**src/rtl/sim_ctrl_dev.sv**
```systemverilog
// -----------------------------------------------------------------------------
// sim_ctrl_dev -- simulation-control MMIO peripheral.
//
// Sits beside data memory after the core's MEM stage and decodes a 64-byte
// window (8 doublewords) at BASE_ADDR:
//   idx 0 TOHOST   (W)  bit0=1 ends the test, exit code = wdata[32:1]
//   idx 1 CYCLE    (R)  64-bit cycle counter, counts while running
//   idx 2 INSTRET  (R)  64-bit retire counter (only with SIM_CTRL_INSTRET_EN)
//   idx 3 CONSOLE  (W)  push wdata[7:0]; reads {62'b0, overflow, full}
//   idx 4 WD_LIMIT (RW) watchdog limit [31:0], byte-masked, 0 = disabled
//   idx 5-7            reserved, read 0
// Misaligned accesses (mem_addr[2:0] != 0) are ignored and read 0.
//
// Optional feature: define SIM_CTRL_INSTRET_EN to build the INSTRET counter.
// Without it index 2 reads 0 and retire only feeds the watchdog.
//
// Ports:
//   clk, rst        core clock, asynchronous active-high reset
//   mem_we/mem_re   store/load valid in the MEM stage
//   mem_addr        byte address
//   mem_wdata/mem_be store data and byte enables
//   retire          one instruction retired this cycle
//   hit             address falls in the window (select rdata over dmem)
//   rdata           combinational load data (valid while hit && mem_re)
//   con_valid/con_data/con_ready  console byte stream (ready/valid)
//   done/pass/exit_code           sticky test result
// -----------------------------------------------------------------------------
module sim_ctrl_dev #(
  parameter logic [63:0] BASE_ADDR  = 64'h0000_0000_1000_0000,
  parameter int          FIFO_DEPTH = 4,
  parameter logic [31:0] WD_RESET   = 32'd0
) (
  input  logic        clk,
  input  logic        rst,
  input  logic        mem_we,
  input  logic        mem_re,
  input  logic [63:0] mem_addr,
  input  logic [63:0] mem_wdata,
  input  logic [7:0]  mem_be,
  input  logic        retire,
  output logic        hit,
  output logic [63:0] rdata,
  output logic        con_valid,
  output logic [7:0]  con_data,
  input  logic        con_ready,
  output logic        done,
  output logic        pass,
  output logic [31:0] exit_code
);

  localparam int PW = $clog2(FIFO_DEPTH);
  localparam int CW = PW + 1;

  typedef enum logic [0:0] {
    ST_RUN  = 1'b0,
    ST_DONE = 1'b1
  } state_t;

  state_t       state_q, state_d;
  logic [63:0]  cycle_q, cycle_d;
  logic [31:0]  wd_cnt_q, wd_cnt_d;
  logic [31:0]  wd_limit_q, wd_limit_d;
  logic         pass_q, pass_d;
  logic [31:0]  exit_code_q, exit_code_d;
  logic [7:0]   fifo_q [FIFO_DEPTH];
  logic [7:0]   fifo_d [FIFO_DEPTH];
  logic [PW-1:0] wr_ptr_q, wr_ptr_d;
  logic [PW-1:0] rd_ptr_q, rd_ptr_d;
  logic [CW-1:0] cnt_q, cnt_d;
  logic         ovf_q, ovf_d;
`ifdef SIM_CTRL_INSTRET_EN
  logic [63:0]  instret_q, instret_d;
`endif

  // Decode
  logic       aligned;
  logic [2:0] idx;
  logic       wr_ok;
  logic       run;
  logic       tohost_wr;
  logic       con_wr;
  logic       wdl_wr;
  logic       wd_en;
  logic       wd_fire;
  logic       fifo_full;
  logic       fifo_empty;
  logic       push;
  logic       pop;

  // Store data above bit 32 and byte enables 7:4 have no destination.
  logic unused_ok;
  assign unused_ok = &{1'b0, mem_wdata[63:33], mem_be[7:4]};

  assign hit     = (mem_addr[63:6] == BASE_ADDR[63:6]);
  assign aligned = (mem_addr[2:0] == 3'd0);
  assign idx     = mem_addr[5:3];
  assign wr_ok   = mem_we && hit && aligned;
  assign run     = (state_q == ST_RUN);

  // Only a store with bit 0 set counts as a TOHOST report; in DONE it is moot.
  assign tohost_wr = wr_ok && (idx == 3'd0) && mem_be[0] && mem_wdata[0] && run;
  assign con_wr    = wr_ok && (idx == 3'd3) && mem_be[0];
  assign wdl_wr    = wr_ok && (idx == 3'd4) && run;

  assign wd_en   = run && (wd_limit_q != 32'd0);
  assign wd_fire = wd_en && !retire && (wd_cnt_q == (wd_limit_q - 32'd1));

  assign fifo_full  = (cnt_q == CW'(FIFO_DEPTH));
  assign fifo_empty = (cnt_q == '0);
  assign pop        = !fifo_empty && con_ready;
  // A pop in the same cycle frees the slot, so push-while-full is accepted.
  assign push       = con_wr && (!fifo_full || pop);

  assign con_valid = !fifo_empty;
  assign con_data  = fifo_q[rd_ptr_q];
  assign done      = (state_q == ST_DONE);
  assign pass      = pass_q;
  assign exit_code = exit_code_q;

  // FSM: state register
  always_ff @(posedge clk or posedge rst) begin
    if (rst) begin
      state_q <= ST_RUN;
    end else begin
      state_q <= state_d;
    end
  end

  // FSM: next state
  always_comb begin
    state_d = state_q;
    if (run && (tohost_wr || wd_fire)) begin
      state_d = ST_DONE;
    end
  end

  // FSM: outputs -- result latch and run-gated counters
  always_comb begin
    pass_d      = pass_q;
    exit_code_d = exit_code_q;
    cycle_d     = cycle_q;
    wd_cnt_d    = wd_cnt_q;
    wd_limit_d  = wd_limit_q;
`ifdef SIM_CTRL_INSTRET_EN
    instret_d   = instret_q;
`endif

    // TOHOST wins over a watchdog expiry in the same cycle.
    if (tohost_wr) begin
      exit_code_d = mem_wdata[32:1];
      pass_d      = (mem_wdata[32:1] == 32'd0);
    end else if (wd_fire) begin
      exit_code_d = 32'hFFFF_FFFF;
      pass_d      = 1'b0;
    end

    if (run) begin
      cycle_d = cycle_q + 64'd1;
`ifdef SIM_CTRL_INSTRET_EN
      if (retire) begin
        instret_d = instret_q + 64'd1;
      end
`endif
    end

    if (wdl_wr) begin
      for (int i = 0; i < 4; i++) begin
        if (mem_be[i]) begin
          wd_limit_d[8*i +: 8] = mem_wdata[8*i +: 8];
        end
      end
      wd_cnt_d = 32'd0;
    end else if (wd_en) begin
      wd_cnt_d = retire ? 32'd0 : (wd_cnt_q + 32'd1);
    end
  end

  // Console FIFO next state
  always_comb begin
    fifo_d   = fifo_q;
    wr_ptr_d = wr_ptr_q;
    rd_ptr_d = rd_ptr_q;
    cnt_d    = cnt_q;
    ovf_d    = ovf_q;

    if (push) begin
      fifo_d[wr_ptr_q] = mem_wdata[7:0];
      wr_ptr_d         = wr_ptr_q + PW'(1);
    end
    if (pop) begin
      rd_ptr_d = rd_ptr_q + PW'(1);
    end
    case ({push, pop})
      2'b10:   cnt_d = cnt_q + CW'(1);
      2'b01:   cnt_d = cnt_q - CW'(1);
      default: cnt_d = cnt_q;
    endcase
    if (con_wr && !push) begin
      ovf_d = 1'b1;
    end
  end

  // Control / counter registers
  always_ff @(posedge clk or posedge rst) begin
    if (rst) begin
      pass_q      <= 1'b0;
      exit_code_q <= 32'd0;
      cycle_q     <= 64'd0;
      wd_cnt_q    <= 32'd0;
      wd_limit_q  <= WD_RESET;
      wr_ptr_q    <= '0;
      rd_ptr_q    <= '0;
      cnt_q       <= '0;
      ovf_q       <= 1'b0;
`ifdef SIM_CTRL_INSTRET_EN
      instret_q   <= 64'd0;
`endif
    end else begin
      pass_q      <= pass_d;
      exit_code_q <= exit_code_d;
      cycle_q     <= cycle_d;
      wd_cnt_q    <= wd_cnt_d;
      wd_limit_q  <= wd_limit_d;
      wr_ptr_q    <= wr_ptr_d;
      rd_ptr_q    <= rd_ptr_d;
      cnt_q       <= cnt_d;
      ovf_q       <= ovf_d;
`ifdef SIM_CTRL_INSTRET_EN
      instret_q   <= instret_d;
`endif
    end
  end

  // FIFO storage is pure data; emptiness is tracked by cnt_q.
  always_ff @(posedge clk) begin
    fifo_q <= fifo_d;
  end

  // Load data mux (pre-edge state)
  always_comb begin
    rdata = 64'd0;
    if (hit && mem_re && aligned) begin
      case (idx)
        3'd1:    rdata = cycle_q;
`ifdef SIM_CTRL_INSTRET_EN
        3'd2:    rdata = instret_q;
`endif
        3'd3:    rdata = {62'd0, ovf_q, fifo_full};
        3'd4:    rdata = {32'd0, wd_limit_q};
        default: rdata = 64'd0;
      endcase
    end
  end

endmodule

```
**config.mk**
```make
export PLATFORM = sky130hd
export DESIGN_NAME = sim_ctrl_dev
export DESIGN_NICKNAME = d
export VERILOG_FILES = /design/src/rtl/sim_ctrl_dev.sv
export SDC_FILE = /design/constraint.sdc
export NUM_CORES = 1
export LEC_CHECK = 0
export ABC_AREA = 0
export ABC_CLOCK_PERIOD_IN_PS = 6700
export BUFFER_PORTS_ARGS = -buffer_cell sky130_fd_sc_hd__buf_4
export CORE_MARGIN = 10
export CORE_UTILIZATION = 55
export CTS_CLUSTER_DIAMETER = 80
export DETAILED_ROUTE_END_ITERATION = 10
export PLACE_DENSITY = 0.81
export SLEW_MARGIN = 25
export SYNTH_ARGS = -nofsm -noshare
export SYNTH_HDL_FRONTEND = slang
export SYNTH_SLANG_ARGS = --single-unit
```
**constraint.sdc**
```tcl
create_clock -name clk -period 6.7 [get_ports clk]
set_clock_uncertainty 0.15 [all_clocks]
set_input_delay 0.335 -clock clk [delete_from_list [all_inputs] [get_ports clk]]
set_output_delay 0.335 -clock clk [all_outputs]
set_load 0.01 [all_outputs]
```
==> key figures <==
Global routing
  • Initial antenna violation count: 1
  • First-pass GRT wire length: 54.5 mm
  • Total Routing Usage GR: 25.6%
  • Largest net degree at the start of global routing: 96
  • GRT overflow: 0
  • Vias in the first global route: 9924

Finish
  • Nets: 1481
  • Fin area: 13800 sq um
  • Area delta synth->final: 25.9%
  • Proportion of layout cells with a drive suffix above 1: 23.6%

Setup path
  • Setup CP Type: register to register
  • Arrival @ worst endpoint: 4.36 ns
  • Endpoint class of the critical path: register
  • Worst-path fanout max: 34
  • Critical Path Source Type: register
  • WP data required: 6.94 ns

Yosys
  • Post-Syn Area: 11000 sq um
  • FF+latch count, synth: 202
  • Mapped Cells: 1107
  • Ys Warns: 0
  • Top cell type's share of synthesized area: 38.8%
  • Synthesized Nets: 1258
  • Post-synth EDFFs: 32
  • Synthesized area per cell: 9.91 sq um
  • Ys flop type: dfrtp_1
  • Top cells by area, synth: dfrtp_1 (39%), edfxtp_1 (8.8%), xnor2_1 (8.4%)
  • Synth area leader: dfrtp_1
  • Distinct cells, synth: 68
  • Post-synth ARST share: 84.2%
  • Most frequent cells after synthesis: dfrtp_1 (170), nor2_1 (166), xnor2_1 (105)
  • Post-synthesis sequential area ratio: 47.5%
  • Most frequent cell after synthesis: dfrtp_1

Route
  • Iter 0 DRT Violations: 831
  • Vias: 9834
  • WL/cell: 21.7 um
  • Drt total wl: 35.0 mm
  • DRC errors left: 0
  • Routed vias/inst: 6.10
  • Post-route ant nets: 0
  • First-pass iteration count of the detailed router: 5

Clock tree
  • Setup bufs post-CTS: 0
  • Total CTS buffers: 22
  • H-Tree Depth: 1
  • Clock Latency Late Sink: 0.51 ns
  • CTS root buf: clkbuf_16
  • Worst-path clk slew: 0.06 ns
  • Clock Tree Buf Depth: 3
  • CTS tree: built
  • Clock net sink count: 202
  • Post_cts resized: 0

Timing
  • Peak Freq: 243 MHz
  • Slew @ Worst Pin: 0.877 ns
  • Setup violations, final: 0
  • Final Max Slew Viols: 0
  • Final period util: 61.5%
  • Slew margin rel.: 41.5%
  • TNS Setup: 0 ns
  • Final Hold Fails: 0
  • Fin crit period: 4.12 ns
  • RSZ-0062 raised after global routing: no

Power
  • PwrDens: 204 nW/um^2
  • Worst VDD drop: 0.171 mV
  • Power Total: 2820 uW
  • Leakage power: 0.00609 uW

Floorplan
  • Die ar.: 26000 sq um
  • Die height: 161 um
  • Core Area: 19500 sq um
  • Die X: 161 um
  • Initial Util: 56.2%
  • Core Rows: 51
  • IO Count: 250

Placement
  • Port buffer count: 214
  • Gpl congestion: 0.913
  • DP HPWL: 24.1 mm
  • Placed Area: 12700 sq um

Worst hold path
  • Class of the most critical hold timing path: input pin to register

Run status
  • Status: finished, final reports clean

Run
  • Max cap viols: 0
[registers in the layout (all words and copies together) (netlist names)]
register and flops:
cycle_q 64, exit_code 32, fifo_q 32, wd_cnt_q 32, wd_limit_q 32, cnt_q 3
rd_ptr_q 2, wr_ptr_q 2, done 1, ovf_q 1, pass 1
[worst max-delay path, cell delays in order, from the launching register on]
cell and delay (ns):
dfrtp_1 0.47, inv_1 0.09, ha_1 0.23, nor3b_1 0.64
nand2_1 0.29, or4_1 0.54, a211o_1 0.32, nor4_2 0.24
nand4_4 0.52, a21oi_1 0.49
[final cells by class]
type	instances	area (sq um)
Sequential cell	202	5220
Fill cell	1414	5720
Antenna cell	1	2.50
Multi-Input combinational cell	823	5430
Inverter	22	87.6
Clock buffer	35	673
Clock inverter	4	31.3
Timing Repair Buffer	259	2040
Tap cell	265	332
[cell usage in the layout, fill, tap and decap left out, types with 4 or more instances in the layout]
master,Yosys,routed
nor4_1,44,44
nand4_1,32,32
dlygate4sd3_1,0,34
xor2_1,29,29
mux4_2,8,8
a2111oi_0,4,4
clkbuf_1,46,5
nor2_1,166,166
nand3b_1,4,4
dfrtp_1,170,170
mux2i_1,5,5
a211oi_1,11,11
buf_4,0,224
nor4b_1,6,6
clkbuf_8,0,7
and3_1,18,18
and2_1,40,40
nand3_1,50,50
mux2_2,34,34
or4_1,6,6
nor2b_1,9,9
nor3_1,23,22
nor3b_1,6,4
nand2_1,55,55
a22oi_1,31,31
and4_1,9,9
or3_1,4,4
nand2b_1,7,7
inv_1,21,20
edfxtp_1,32,32
clkbuf_16,0,22
a21oi_1,57,57
xnor2_1,105,105
ha_1,8,8
[cell families after synthesis]
family	synth area share (%)
AND/OR/NAND/NOR	23.5
flip-flops	47.5
AO/OA/AOI/OAI	8.40
buffers and inverters	3.15
multiplexers	5.59
adder cells (fa/ha/maj)	1.09
XOR/XNOR	10.7
[per-stage QoR]
| step | hold WS [ns] | worst slack (ns) | cells | utilization [%] |
|---|---|---|---|---|
| floorplan | 0.278 | 1.61 | 1107 | - |
| global placement | 0.287 | 2.89 | 1536 | 65.3 |
| detailed placement | 0.303 | 2.80 | 1536 | 65.3 |
| CTS | 0.00570 | 2.78 | 1609 | 70.6 |
| global route | 0.0184 | 2.45 | 1611 | 70.7 |
| finish | 0.0124 | 2.58 | 1611 | 70.7 |
[report_power, final]
group | internal (uW) | switching [uW]
logic | 173 | 142
registers | 1270 | 54.4
clock network | 688 | 492
total | 2130 | 688
[timing repair]
item / CTS / global route
endpoints found under the hold margin: 187 / 0
hold buffers: 34 / 0
endpoints found under the setup margin: 0 / 0
[path summary, 6_finish.rpt]
check / cells past startpoint / slack, ns / to / startpoint
hold reg to reg: 1 / 0.32 / ovf_q / ovf_q
setup reg to reg: 9 / 2.58 / exit_code[19] / wd_limit_q[0]
max in group asynchronous: 5 / 4.70 / wd_limit_q[26] / rst
min in group asynchronous: 3 / 0.43 / exit_code[31] / rst
hold / removal: 3 / 0.01 / ovf_q / con_ready
setup / recovery: 9 / 2.58 / exit_code[19] / wd_limit_q[0]
[metal layers]
metal | share of wire, % | global-route usage, %
met1 | 39 | 31.8
met2 | 48 | 43.3
met3 | 9.0 | 5.11
met4 | 3.9 | 9.31
met5 | 0 | 0
Power figures use the tool's default switching activity.
